--- src/rtl/bip_pkg.sv ---
// Shared opcodes, command bytes, controller state type and report-frame sizing
// for the BIP run/report controller.
package bip_pkg;

  localparam logic [4:0] OP_HLT  = 5'b00000;
  localparam logic [4:0] OP_STO  = 5'b00001;
  localparam logic [4:0] OP_LD   = 5'b00010;
  localparam logic [4:0] OP_LDI  = 5'b00011;
  localparam logic [4:0] OP_ADD  = 5'b00100;
  localparam logic [4:0] OP_ADDI = 5'b00101;
  localparam logic [4:0] OP_SUB  = 5'b00110;
  localparam logic [4:0] OP_SUBI = 5'b00111;

  localparam logic [7:0] CMD_RUN   = 8'h52;
  localparam logic [7:0] CMD_STEP  = 8'h54;
  localparam logic [7:0] FRAME_HDR = 8'hA5;

  typedef enum logic [2:0] {
    ST_IDLE  = 3'd0,
    ST_CLEAR = 3'd1,
    ST_RUN   = 3'd2,
    ST_LATCH = 3'd3,
    ST_SEND  = 3'd4,
    ST_WAIT  = 3'd5
  } state_e;

  function automatic int bytes_of(int width);
    return (width + 7) / 8;
  endfunction

  // Header byte plus each field rounded up to whole bytes.
  function automatic int frame_len(int pc_w, int acc_w, int cnt_w);
    return 1 + bytes_of(pc_w) + bytes_of(acc_w) + bytes_of(cnt_w);
  endfunction

  function automatic logic is_halt(logic [4:0] op);
    return (op == OP_HLT) || (op > OP_SUBI);
  endfunction

endpackage

--- src/rtl/bip_frame_mux.sv ---
// Combinational report-frame byte selector: header, pc, acc, counter, each
// zero-extended to whole bytes and sent MSB byte first.
module bip_frame_mux
  import bip_pkg::*;
#(
  parameter  int PC_W  = 11,
  parameter  int ACC_W = 16,
  parameter  int CNT_W = 32,
  localparam int FLEN  = frame_len(PC_W, ACC_W, CNT_W),
  localparam int IDX_W = $clog2(FLEN)
) (
  input  logic [IDX_W-1:0] i_idx,
  input  logic [PC_W-1:0]  i_pc,
  input  logic [ACC_W-1:0] i_acc,
  input  logic [CNT_W-1:0] i_cnt,
  output logic [7:0]       o_byte
);

  localparam int PC_B  = bytes_of(PC_W);
  localparam int ACC_B = bytes_of(ACC_W);
  localparam int CNT_B = bytes_of(CNT_W);

  logic [PC_B*8-1:0]  w_pc_ext;
  logic [ACC_B*8-1:0] w_acc_ext;
  logic [CNT_B*8-1:0] w_cnt_ext;
  logic [FLEN*8-1:0]  w_frame;

  always_comb begin
    w_pc_ext              = '0;
    w_pc_ext[PC_W-1:0]    = i_pc;
    w_acc_ext             = '0;
    w_acc_ext[ACC_W-1:0]  = i_acc;
    w_cnt_ext             = '0;
    w_cnt_ext[CNT_W-1:0]  = i_cnt;
  end

  assign w_frame = {FRAME_HDR, w_pc_ext, w_acc_ext, w_cnt_ext};

  // Byte 0 is the most significant byte of the packed frame.
  always_comb begin
    o_byte = 8'h00;
    for (int b = 0; b < FLEN; b++) begin
      if (i_idx == IDX_W'(b)) o_byte = w_frame[(FLEN-1-b)*8 +: 8];
    end
  end

endmodule

--- src/rtl/bip_run_controller.sv ---
// Run/report sequencer for the BIP processor: clears and runs it on 'R', then
// reports PC/ACC/instruction count over the UART. Define BIP_STEP_EN for 'T' single-step.
module bip_run_controller
  import bip_pkg::*;
#(
  parameter int PC_W  = 11,
  parameter int ACC_W = 16,
  parameter int CNT_W = 32
) (
  input  logic             clk,
  input  logic             rst_n,
  input  logic [7:0]       rx_data,
  input  logic             rx_done,
  input  logic [4:0]       opcode,
  input  logic [PC_W-1:0]  pc,
  input  logic [ACC_W-1:0] acc,
  output logic             cpu_en,
  output logic             cpu_clr,
  output logic [7:0]       tx_data,
  output logic             tx_start,
  input  logic             tx_done,
  output logic             busy
);

  localparam int FLEN  = frame_len(PC_W, ACC_W, CNT_W);
  localparam int IDX_W = $clog2(FLEN);
  localparam logic [IDX_W-1:0] LAST_IDX = IDX_W'(FLEN - 1);

  state_e             r_state;
  state_e             w_next;
  logic [CNT_W-1:0]   r_cnt;
  logic [CNT_W-1:0]   r_cnt_snap;
  logic [PC_W-1:0]    r_pc_snap;
  logic [ACC_W-1:0]   r_acc_snap;
  logic [IDX_W-1:0]   r_idx;
  logic               r_cpu_en;
  logic               r_cpu_clr;
  logic               r_tx_start;
  logic               r_busy;
  logic               w_halt;
  logic               w_cmd_run;
  logic               w_step_go;
  logic               w_step_clr;
  logic               w_step_stop;
  logic [7:0]         w_frame_byte;

  assign w_halt    = is_halt(opcode);
  assign w_cmd_run = rx_done && (rx_data == CMD_RUN);

`ifdef BIP_STEP_EN
  logic r_step;
  logic r_need_clr;

  assign w_step_go   = rx_done && (rx_data == CMD_STEP);
  assign w_step_clr  = r_need_clr;
  assign w_step_stop = r_step;

  // A halt seen in RUN (full run or step) forces the next step to start from a clear.
  always_ff @(posedge clk or negedge rst_n) begin
    if (!rst_n) begin
      r_step     <= 1'b0;
      r_need_clr <= 1'b1;
    end else begin
      if (r_state == ST_IDLE && (w_cmd_run || w_step_go)) r_step <= !w_cmd_run;
      if (r_state == ST_CLEAR)                 r_need_clr <= 1'b0;
      else if (r_state == ST_RUN && w_halt)    r_need_clr <= 1'b1;
    end
  end
`else
  assign w_step_go   = 1'b0;
  assign w_step_clr  = 1'b0;
  assign w_step_stop = 1'b0;
`endif

  // NOTE: every output of an always_comb gets a default first so no path can infer a latch.
  always_comb begin
    w_next = r_state;
    case (r_state)
      ST_IDLE: begin
        if (w_cmd_run)      w_next = ST_CLEAR;
        else if (w_step_go) w_next = w_step_clr ? ST_CLEAR : ST_RUN;
      end
      ST_CLEAR: w_next = ST_RUN;
      ST_RUN:   if (w_halt || w_step_stop) w_next = ST_LATCH;
      ST_LATCH: w_next = ST_SEND;
      ST_SEND:  w_next = ST_WAIT;
      ST_WAIT:  if (tx_done) w_next = (r_idx == LAST_IDX) ? ST_IDLE : ST_SEND;
      default:  w_next = ST_IDLE;
    endcase
  end

  // NOTE: sequential state uses non-blocking assignments so every register samples pre-edge values.
  always_ff @(posedge clk or negedge rst_n) begin
    if (!rst_n) begin
      r_state    <= ST_IDLE;
      r_cpu_en   <= 1'b0;
      r_cpu_clr  <= 1'b0;
      r_tx_start <= 1'b0;
      r_busy     <= 1'b0;
    end else begin
      r_state    <= w_next;
      r_cpu_en   <= (w_next == ST_RUN);
      r_cpu_clr  <= (w_next == ST_CLEAR);
      r_tx_start <= (w_next == ST_SEND);
      r_busy     <= (w_next != ST_IDLE);
    end
  end

  always_ff @(posedge clk or negedge rst_n) begin
    if (!rst_n) begin
      r_cnt      <= '0;
      r_cnt_snap <= '0;
      r_pc_snap  <= '0;
      r_acc_snap <= '0;
      r_idx      <= '0;
    end else begin
      if (r_state == ST_CLEAR) begin
        r_cnt <= '0;
      end else if (r_state == ST_RUN && !w_halt && r_cnt != '1) begin
        r_cnt <= r_cnt + 1'b1;
      end

      // Snapshot after the last enabled cycle so a single step reports its own result.
      if (r_state == ST_LATCH) begin
        r_pc_snap  <= pc;
        r_acc_snap <= acc;
        r_cnt_snap <= r_cnt;
        r_idx      <= '0;
      end else if (r_state == ST_WAIT && tx_done && r_idx != LAST_IDX) begin
        r_idx <= r_idx + 1'b1;
      end
    end
  end

  bip_frame_mux #(
    .PC_W  (PC_W),
    .ACC_W (ACC_W),
    .CNT_W (CNT_W)
  ) u_frame_mux (
    .i_idx  (r_idx),
    .i_pc   (r_pc_snap),
    .i_acc  (r_acc_snap),
    .i_cnt  (r_cnt_snap),
    .o_byte (w_frame_byte)
  );

  assign cpu_en   = r_cpu_en;
  assign cpu_clr  = r_cpu_clr;
  assign tx_start = r_tx_start;
  assign busy     = r_busy;
  assign tx_data  = r_tx_start ? w_frame_byte : 8'h00;

endmodule

--- config.mk ---
export PLATFORM = sky130hd
export DESIGN_NAME = bip_run_controller
export DESIGN_NICKNAME = d
export VERILOG_FILES = /design/src/rtl/bip_pkg.sv /design/src/rtl/bip_frame_mux.sv /design/src/rtl/bip_run_controller.sv
export SDC_FILE = /design/constraint.sdc
export NUM_CORES = 1
export LEC_CHECK = 0
export CAP_MARGIN = 40
export CORE_ASPECT_RATIO = 0.7
export CORE_MARGIN = 4
export CORE_UTILIZATION = 61
export CTS_CLUSTER_DIAMETER = 150
export DETAILED_ROUTE_END_ITERATION = 10
export PLACE_DENSITY_LB_ADDON = 0.12
export SYNTH_ARGS = -nofsm -noshare
export SYNTH_HDL_FRONTEND = slang
export SYNTH_SLANG_ARGS = --single-unit
--- constraint.sdc ---
create_clock -name clk -period 4 [get_ports clk]
set_input_delay 0.4 -clock clk [delete_from_list [all_inputs] [get_ports clk]]
set_output_delay 0.4 -clock clk [all_outputs]
set_load 0.05 [all_outputs]
==> run_results.csv <==
group,metric,value,unit
sta,drv_slew,0,
drt,vias,4698,
sta,hold_viol,0,
logic_synthesis,synthXorXnorAreaFrac,0.9974,%
logic_synthesis,yosys.area.top_type_share,48.44,%
critical_path,path_buf_inv,2,
power,p_total,3.541,mW
sta,tightest_slew,0.8588,ns
power,pwr_density_cell,578.9,nW/um^2
drt,via_per_inst,6.031,
logic_synthesis,yosys_warnings,0,
floorplanning,die_w,119.1,um
logic_synthesis,synth_top_family_by_area,"simple AND/OR/NAND/NOR gates",
clocking,clkLatencyLatePin,0.35,ns
worst_hold_path,min_from,"r_cnt_snap[21]",
clocking,cts_tree,"built",
critical_path,cp-start-kind,"flop",
floorplanning,ios,56,
drt,wl_per_cell,17.73,um
placement,dp_hpwl,9773,um
critical_path,critPathArrivalTime,3.33,ns
power,leakagePower,2.768,nW
grt,grt_max_degree,63,
logic_synthesis,synth_compound_area_share,13.87,%
sta,rsz0062_at_grt,"false",
drt,drt_iter0_markers,508,
layout,antenna_cells,0,
critical_path,rr_endpoint,"r_cnt[24]",
critical_path,setup.worst_path.class,"flop to output port",
logic_synthesis,avgSynthCellArea,8.498,sq um
layout,fin_area,6117,sq um
critical_path,r2r_start,"r_cnt[0]",
logic_synthesis,muxShareOfSynthArea,0.9974,%
logic_synthesis,yosys_register_bits,102,
power,seqPwrFrac,42.4,%
layout,drive_above_1_share,5.311,%
grt,grt-ovfl-total,0,
logic_synthesis,ys.flop_type,"dfrtp_1",
sta,finalClockSkew,0.005913,ns
drt,wl,13810,um
power,power_frac_comb,34.6,%
critical_path,crit_chain,"inv_1, ha_1, nor2b_2, a221oi_1, o31ai_1, a22oi_1, a21oi_1, clkdlybuf4s50_1",
run_status,status,"complete, no violations",
logic_synthesis,syn_area,5269,sq um
sta,fin_ws,0.2748,ns
sta,clock.fmax,268.4,MHz
worst_hold_path,worstHoldEndpoint,"r_cnt_snap[21]",
logic_synthesis,synth-edff-count,0,
power,pwr-share-clk,23.0,%
critical_path,critPathRequiredTime,3.60,ns
floorplanning,die_h,85.76,um
placement,postPlaceCellArea,5836,sq um
layout,fin_util,72.45,%
drt,drc,0,
critical_path,r2r_setup_slack,1.61,ns
critical_path,cpMaxStageDelayCell,"clkdlybuf4s50_1",
clocking,ctsRootBufferMaster,"clkbuf_16",
logic_synthesis,ys_top_cells_by_area,"dfrtp_1 48%, nand2_1 16%, o21ai_0 2.9%",
sta,tns,0,ns
drt,ant_nets,0,
power,netSwitchingPower,1.422,mW
critical_path,cp-end-kind,"output port",
clocking,path_clk_slew,0.07,ns
clocking,cts-htree-levels,3,
placement,gp_congestion,0.9249,
sta,max-slew-margin-rel,42.75,%
grt,grt_pass1_wl,22630,um
sta,min_period,3.725,ns
power,peakVddDrop,0.6332,mV
floorplanning,rows,28,
floorplanning,design.core.area,8443,sq um
logic_synthesis,ys_top_cells_by_count,"228 x nand2_1, 102 x dfrtp_1, 31 x o21ai_0",
layout,num-fill-cells,653,
clocking,cts_buffers,9,
sta,fin_crit_sh,93.13,%
logic_synthesis,yosysUniqueCellTypes,59,
power,power.internal,2.119,mW
run,maxCapViolCount,0,
logic_synthesis,synth-seq-area-share,48.44,%
critical_path,cp_slowest_stage_delay,0.86,ns
clocking,clkSinkCount,102,
logic_synthesis,synth_most_common_cell,"nand2_1",
grt,grt_pass1_vias,4490,
clocking,clockBufferDepth,2,
power,p_sw_share,40.16,%
critical_path,cp-startpoint,"r_idx[1]",
placement,port_buffers,55,
critical_path,path_max_fanout,15,
floorplanning,initial_core_util,62.40,%
placement,place_ws,0.5501,ns
layout,area_growth,16.10,%
logic_synthesis,synth_adder_area_share,1.187,%
worst_hold_path,hold_path_depth,2,
logic_synthesis,synthSimpleGateAreaFrac,30.06,%
sta,finalSetupViolCount,0,
grt,antenna_found_initial,0,
worst_hold_path,hp-class,"flop to flop",
floorplanning,die-area,10210,sq um
logic_synthesis,synth_top_area_cell,"dfrtp_1",
grt,grt_usage,27.95,%
critical_path,cp_top_family,"buffers and inverters",
layout,nets,703,
logic_synthesis,synthArstFlopShare,100.0,%
critical_path,r2r_cells,6,
drt,firstDrtPassIters,6,
logic_synthesis,synth_nets,669,
clocking,cts_setup_buffers,0,
logic_synthesis,syn_inst,620,
## per-stage QoR
stage	hold slack, ns	cells
after floorplan	0.1044	620
after global placement	0.4646	761
after detailed placement	0.3496	762
after CTS	0.4852	779
after global routing	0.5049	779
final	0.4795	779
## cell usage in the layout (no fill, tap or decap), types with 4 or more instances in the layout
master,instances
a21oi_1,29
a22oi_1,6
a31oi_1,10
and3_1,9
and4_1,6
buf_4,7
clkbuf_16,9
clkdlybuf4s50_1,54
dfrtp_1,102
ha_1,5
inv_1,6
nand2_1,228
nand2b_1,5
nand3_1,18
nand4_1,10
nor2_1,17
nor2b_1,6
o21ai_0,31
o31ai_1,11
or3_1,11
or4_1,6
xnor2_1,4
## how the worst max path moves through the flow
stage,end,slack [ns],depth (start not counted)
after CTS,tx_data[0],0.12,8
after detailed placement,tx_data[2],0.55,8
after global routing,tx_data[0],0.09,7
after floorplan,tx_data[7],1.20,9
after global placement,tx_data[2],0.64,8
final,tx_data[0],0.27,8
## repair_timing
item                                   CTS  global route
endpoints found under the hold margin   27             0
hold buffers                             1             0
setup endpoints to repair                0             2
gates resized for setup                  0             1
## worst reg2reg max path, cell delays in order (launching register included)
cell,delay [ns]
dfrtp_1,0.43
ha_1,0.22
and2_1,0.37
and4_1,0.24
nand3_1,0.32
or4_1,0.58
a21oi_1,0.15
## power by group through the flow
stage	clock, mW	combinational [mW]	sequential [mW]
6_report	0.815	1.22	1.50
5_1_grt	0.869	1.35	1.53
4_1_cts	0.821	1.22	1.50
3_5_place_dp	0	1.21	1.51
3_3_place_gp	0	1.16	1.51
2_1_floorplan	0	0.888	1.45
## per-layer routing
layer | track usage [%] | vias to the layer above | wire, um
li1 | - | 2198 | -
met1 | 40.94 | 2267 | 6327
met2 | 42.03 | 217 | 6120
met3 | 6.724 | 16 | 1162
met4 | 7.466 | 0 | 202
met5 | 0 | - | 0
## layout make-up
| class | instances | area (sq um) | share of cell area (%) |
|---|---|---|---|
| Inverter | 6 | 22.52 | 0.3682 |
| Timing Repair Buffer | 63 | 630.6 | 10.31 |
| Sequential cell | 102 | 2552 | 41.73 |
| Multi-Input combinational cell | 472 | 2492 | 40.74 |
| Clock buffer | 11 | 232.7 | 3.804 |
| Tap cell | 120 | 150.1 | 2.454 |
| Clock inverter | 5 | 36.28 | 0.5932 |
## state kept, by name, indices dropped and copies added, names as in the netlist
name	count
tx_start	1
busy	1
cpu_clr	1
r_cnt_snap	32
cpu_en	1
r_acc_snap	16
r_cnt	32
r_idx	4
r_state	3
r_pc_snap	11
## kinds of logic after synthesis
| logic type | Yosys count |
|---|---|
| simple gates | 342 |
| compound gates | 115 |
| flops | 102 |
| buf+inv | 46 |
| xor+xnor | 6 |
| fa+ha+maj | 5 |
| mux | 4 |
Note: power is estimated with default switching activity, not from simulation.
